### config.mk
export PLATFORM = sky130hd
export DESIGN_NAME = key_debouncer
export DESIGN_NICKNAME = d
export VERILOG_FILES = /design/src/rtl/key_pkg.sv /design/src/rtl/key_debounce_channel.sv /design/src/rtl/key_debouncer.sv
export SDC_FILE = /design/constraint.sdc
export NUM_CORES = 1
export LEC_CHECK = 0
export CAP_MARGIN = 30
export CORE_MARGIN = 3
export CORE_UTILIZATION = 45
export DETAILED_ROUTE_END_ITERATION = 8
export PLACE_DENSITY_LB_ADDON = 0.25
export SLEW_MARGIN = 20
export SYNTH_ARGS = -nofsm -noshare
export SYNTH_HDL_FRONTEND = slang
export SYNTH_SLANG_ARGS = --single-unit
### constraint.sdc
create_clock -name clock -period 9.45 [get_ports clock]
set_clock_uncertainty 0.05 [all_clocks]
set_input_delay 1.89 -clock clock [delete_from_list [all_inputs] [get_ports clock]]
set_output_delay 1.89 -clock clock [all_outputs]
set_load 0.005 [all_outputs]
### src/rtl/key_pkg.sv
// Shared types and default constants for the key input conditioner.
// Debounce state encoding plus a small elaboration-time helper.
package key_pkg;

    typedef enum logic [1:0] {
        RELEASED     = 2'd0,
        PRESS_WAIT   = 2'd1,
        PRESSED      = 2'd2,
        RELEASE_WAIT = 2'd3
    } key_state_t;

    localparam int DEF_NUM_KEYS        = 4;
    localparam int DEF_DEBOUNCE_CYCLES = 1_000_000;
    localparam int DEF_REPEAT_DELAY    = 25_000_000;
    localparam int DEF_REPEAT_PERIOD   = 5_000_000;

    function automatic int max_int(input int a, input int b);
        return (a > b) ? a : b;
    endfunction

endpackage

### src/rtl/key_debounce_channel.sv
// One key channel: 2-flop synchronizer, debounce FSM, auto-repeat counter.
// All outputs are registered and derived from the next state.
module key_debounce_channel
    import key_pkg::*;
#(
    parameter int DEBOUNCE_CYCLES = DEF_DEBOUNCE_CYCLES,
    parameter int REPEAT_DELAY    = DEF_REPEAT_DELAY,
    parameter int REPEAT_PERIOD   = DEF_REPEAT_PERIOD
) (
    input  logic clock,
    input  logic reset,
    input  logic key_n,
    output logic pressed,
    output logic press_pulse,
    output logic release_pulse,
    output logic repeat_pulse
);

    localparam int DW   = $clog2(DEBOUNCE_CYCLES + 1);
    localparam int RMAX = max_int(REPEAT_DELAY, REPEAT_PERIOD);
    localparam int RW   = $clog2(RMAX + 1);

    localparam logic [DW-1:0] DB_LAST    = DW'(DEBOUNCE_CYCLES - 1);
    localparam logic [RW-1:0] RPT_DELAY  = RW'(REPEAT_DELAY);
    localparam logic [RW-1:0] RPT_PERIOD = RW'(REPEAT_PERIOD);
    localparam bit            RPT_EN     = (REPEAT_DELAY > 0);

    logic s1, s2;

    key_state_t    state, state_nx;
    logic [DW-1:0] db_cnt, db_cnt_nx;
    logic [RW-1:0] rpt_cnt, rpt_cnt_nx;
    logic [RW-1:0] rpt_inc, rpt_target;
    logic          rpt_first, rpt_first_nx;
    logic          pressed_nx, press_nx, release_nx, repeat_nx;

    always_ff @(posedge clock or posedge reset) begin
        if (reset) begin
            s1 <= 1'b1;
            s2 <= 1'b1;
        end else begin
            s1 <= key_n;
            s2 <= s1;
        end
    end

    always_ff @(posedge clock or posedge reset) begin
        if (reset) begin
            state         <= RELEASED;
            db_cnt        <= '0;
            rpt_cnt       <= '0;
            rpt_first     <= 1'b1;
            pressed       <= 1'b0;
            press_pulse   <= 1'b0;
            release_pulse <= 1'b0;
            repeat_pulse  <= 1'b0;
        end else begin
            state         <= state_nx;
            db_cnt        <= db_cnt_nx;
            rpt_cnt       <= rpt_cnt_nx;
            rpt_first     <= rpt_first_nx;
            pressed       <= pressed_nx;
            press_pulse   <= press_nx;
            release_pulse <= release_nx;
            repeat_pulse  <= repeat_nx;
        end
    end

    // The repeat counter restarts after each pulse, so it only ever
    // has to reach the larger of the two intervals.
    always_comb begin
        state_nx     = state;
        db_cnt_nx    = db_cnt;
        rpt_cnt_nx   = rpt_cnt;
        rpt_first_nx = rpt_first;
        press_nx     = 1'b0;
        release_nx   = 1'b0;
        repeat_nx    = 1'b0;
        rpt_inc      = rpt_cnt + RW'(1);
        rpt_target   = rpt_first ? RPT_DELAY : RPT_PERIOD;

        unique case (state)
            RELEASED: begin
                rpt_cnt_nx   = '0;
                rpt_first_nx = 1'b1;
                if (!s2) begin
                    state_nx  = PRESS_WAIT;
                    db_cnt_nx = '0;
                end
            end
            PRESS_WAIT: begin
                if (s2) begin
                    state_nx = RELEASED;
                end else if (db_cnt == DB_LAST) begin
                    state_nx     = PRESSED;
                    press_nx     = 1'b1;
                    rpt_cnt_nx   = '0;
                    rpt_first_nx = 1'b1;
                end else begin
                    db_cnt_nx = db_cnt + DW'(1);
                end
            end
            PRESSED: begin
                if (s2) begin
                    state_nx  = RELEASE_WAIT;
                    db_cnt_nx = '0;
                end else if (RPT_EN) begin
                    if (rpt_inc == rpt_target) begin
                        repeat_nx    = 1'b1;
                        rpt_cnt_nx   = '0;
                        rpt_first_nx = 1'b0;
                    end else begin
                        rpt_cnt_nx = rpt_inc;
                    end
                end
            end
            RELEASE_WAIT: begin
                if (!s2) begin
                    state_nx = PRESSED;
                end else if (db_cnt == DB_LAST) begin
                    state_nx   = RELEASED;
                    release_nx = 1'b1;
                end else begin
                    db_cnt_nx = db_cnt + DW'(1);
                end
            end
            default: state_nx = RELEASED;
        endcase

        pressed_nx = (state_nx == PRESSED) || (state_nx == RELEASE_WAIT);
    end

endmodule

### src/rtl/key_debouncer.sv
// Multi-key conditioner: one independent debounce channel per key line.
// Channel outputs are simply gathered into per-key vectors.
module key_debouncer
    import key_pkg::*;
#(
    parameter int NUM_KEYS        = DEF_NUM_KEYS,
    parameter int DEBOUNCE_CYCLES = DEF_DEBOUNCE_CYCLES,
    parameter int REPEAT_DELAY    = DEF_REPEAT_DELAY,
    parameter int REPEAT_PERIOD   = DEF_REPEAT_PERIOD
) (
    input  logic                clock,
    input  logic                reset,
    input  logic [NUM_KEYS-1:0] key_n,
    output logic [NUM_KEYS-1:0] pressed,
    output logic [NUM_KEYS-1:0] press_pulse,
    output logic [NUM_KEYS-1:0] release_pulse,
    output logic [NUM_KEYS-1:0] repeat_pulse
);

    for (genvar k = 0; k < NUM_KEYS; k++) begin : g_key
        key_debounce_channel #(
            .DEBOUNCE_CYCLES (DEBOUNCE_CYCLES),
            .REPEAT_DELAY    (REPEAT_DELAY),
            .REPEAT_PERIOD   (REPEAT_PERIOD)
        ) u_chan (
            .clock         (clock),
            .reset         (reset),
            .key_n         (key_n[k]),
            .pressed       (pressed[k]),
            .press_pulse   (press_pulse[k]),
            .release_pulse (release_pulse[k]),
            .repeat_pulse  (repeat_pulse[k])
        );
    end

endmodule

==> results.ini <==
[synth]
synth-simple-area-share_pct = 29.2
yosysWarningCount = 0
synth_nets = 1463
async_flop_share_pct = 100
synth-xor-area-share_pct = 8.32
synthesis.area_sq_um = 12600
synthAdderAreaFrac_pct = 0.792
yosysUniqueCellTypes = 77
synth_seq_cells = 216
synth.most_common_cell = dfrtp_1
synth_top_family_by_area = simple AND/OR/NAND/NOR gates
synth_ff_type = dfrtp_1
syn_area_per_cell_sq_um = 8.72
synth_top_area_share_pct = 40.4
synth_compound_area_share_pct = 13.5
synth_area_leaders = dfrtp_1, xor2_1, nor2_1
yosysTopAreaCell = dfrtp_1
synth.area.mux_share_pct = 0.594
ys_seq_area_share_pct = 42.9
synth_edf_count = 0
ys_top_cells_by_count = dfrtp_1, nor2_1, nand2_1
synth_cells = 1449

[timing]
worst_slew_pin_slew_ns = 0.886
timing.final.crit_share_pct = 43.3
rsz0062_at_grt = false
setup_viol = 0
layout_setup_ws_ns = 5.36
finalHoldViolCount = 0
setup-tns-final_ns = 0
maxSlewHeadroom_pct = 40.1
clock.fmax_ghz = 0.245
maxSlewViolCount = 0
whs_ns = 0.298
post-route-min-period_ns = 4.09

[floorplan]
design.core.area_sq_um = 27300
placementRows = 60
io_pins = 22
start_util_pct = 46.4
fp.dieW_microns = 174
die_area_sq_um = 30100
chipHeight_microns = 174

[drt]
drc = 0
initialDrtViolationCount = 683
final_antenna_net_count = 0
vias_per_cell = 5.75
wire_per_inst_microns = 15.4
drt_first_pass_iters = 5
vias = 10390
totalWireLength_microns = 27900

[setup_path]
worst-setup-path-type = reg2reg
regToRegStartpoint = g_key[2].u_chan.rpt_cnt[3]
arrival_ns = 4.45
cp_max_fo = 11
r2r_setup_slack_ns = 5.36
cp.required_ns = 9.81
rr_endpoint = g_key[2].u_chan.rpt_cnt[12]
rr_worst_depth = 8
worstSetupStartpointType = register
cp-end-kind = register

[clock_tree]
clock-root-buffer = clkbuf_16
cts_resized = 0
cts_buffers = 25
path_clk_slew_ns = 0.06
tritoncts = built
clk_latency_ns = 0.52
cts-htree-levels = 1
numClockSinks = 216
cts_buffer_depth = 3
postCtsSetupBuffers = 0
cts_hold_buf = 0

[global_route]
grt_use_total_pct = 18.3
grt_pass1_wl_microns = 48000
grt_pass1_vias = 9751
overflow = 0
grt_max_degree = 91
antenna_found_initial = 0

[cells_and_area]
fin_area_sq_um = 13900
drive_gt1_share_pct = 6.48
antenna-diode-count = 0
fillCellCount = 2485
layout.nets = 1431
area_growth_pct = 9.59

[pwr]
p_clk_share_pct = 49.1
finalPower_mw = 1.98
intPower_mw = 1.54
power.share.switching_pct = 22.2
leakage_nw = 5.71
p_per_area_nw_per_um2 = 143
peakVddDrop_v = 0.000109
pwr-share-comb_pct = 3.2
power_switching_mw = 0.441
power_frac_seq_pct = 47.7

[placed_design]
dp_hpwl_microns = 18900
dpl_worst_slack_ns = 5.42
gp_congestion = 0.923
dpl-instance-area_sq_um = 13000
port_buffers = 21

[worst_hold_path]
hold-path-cell-count = 0
hp-start = g_key[1].u_chan.s1
hold_class = reg2reg
hold_path_end = g_key[1].u_chan.s2

[outcome]
outcome = finished, final reports clean

[job]
cap_violations = 0

worst max path at each step:
stage	slack, ns	from	endpoint
2_1_floorplan	1.62	reset	g_key[0].u_chan.db_cnt[0]
3_3_place_gp	5.23	reset	g_key[0].u_chan.rpt_cnt[24]
3_5_place_dp	5.42	g_key[2].u_chan.rpt_cnt[3]	g_key[2].u_chan.rpt_cnt[12]
4_1_cts	5.42	g_key[2].u_chan.rpt_cnt[3]	g_key[2].u_chan.rpt_cnt[12]
5_1_grt	5.01	g_key[2].u_chan.rpt_cnt[0]	g_key[2].u_chan.rpt_cnt[12]
6_report	5.36	g_key[2].u_chan.rpt_cnt[3]	g_key[2].u_chan.rpt_cnt[12]
critical path: stages (launching register included):
cell	delay (ns)
dfrtp_1	0.51
nand4_4	0.17
or4_4	0.60
nor4_1	0.46
xor2_1	0.19
or4_1	0.57
a211oi_2	0.77
nor2_1	0.34
a22o_1	0.31
area by class of cell:
type | instances | area [sq um] | share of cell area, %
Clock buffer | 31 | 678 | 4.90
Clock inverter | 14 | 153 | 1.10
Inverter | 38 | 150 | 1.08
Multi-Input combinational cell | 1103 | 6640 | 47.9
Sequential cell | 216 | 5420 | 39.1
Tap cell | 372 | 465 | 3.36
Timing Repair Buffer | 33 | 348 | 2.51
state kept, by name (all words and copies together), names as in the netlist:
signal	count
g_key.u_chan.press_pulse	4
g_key.u_chan.pressed	4
g_key.u_chan.release_pulse	4
g_key.u_chan.rpt_cnt	100
g_key.u_chan.repeat_pulse	4
g_key.u_chan.s1	4
g_key.u_chan.s2	4
g_key.u_chan.rpt_first	4
g_key.u_chan.state	8
g_key.u_chan.db_cnt	80
routing by layer:
layer	share of wire (%)	global-route usage, %	up-vias
li1	-	-	5152
met1	49	27.0	4961
met2	44	28.5	235
met3	4.8	2.58	42
met4	1.9	4.36	0
met5	0	0	-
kinds of logic after synthesis:
logic type,Yosys count
flip-flops,216
AO/OA/AOI/OAI,250
multiplexers,7
adder cells (fa/ha/maj),8
buffers and inverters,130
XOR/XNOR,120
AND/OR/NAND/NOR,718
placed cells by master (no fill, tap or decap), types with 14 or more instances in the layout:
cell             netlist  layout
dfrtp_1              204     204
nor2_1               165     165
nand2_1              148     148
nand3_1               87      87
xor2_1                74      74
and3_1                67      67
o21ai_0               57      57
nand4_1               55      55
a21oi_1               56      54
nor3_1                53      52
xnor2_1               46      46
inv_1                 38      37
nor4_1                27      27
clkbuf_16              0      25
clkdlybuf4s50_1        0      21
or3_1                 20      20
or4_1                 17      17
and2_1                16      16
o211ai_1              16      16
nor2b_1               15      15
a31oi_1               15      15
o31ai_1               14      14
stage by stage:
stage               utilization [%]  instances
floorplan                         -       1449
global placement               47.4       1756
detailed placement             47.7       1761
CTS                            50.8       1806
global route                   50.8       1807
finish                         50.8       1807
power by group through the flow:
stage | registers [mW] | logic, mW | clock network (mW)
after floorplan | 0.959 | 0.0461 | 0
after detailed placement | 0.963 | 0.0646 | 0
after global routing | 0.948 | 0.0735 | 1.04
after global placement | 0.963 | 0.0595 | 0
after CTS | 0.947 | 0.0646 | 1.00
final | 0.947 | 0.0635 | 0.973
No activity file was read; power rests on OpenSTA's default activity.
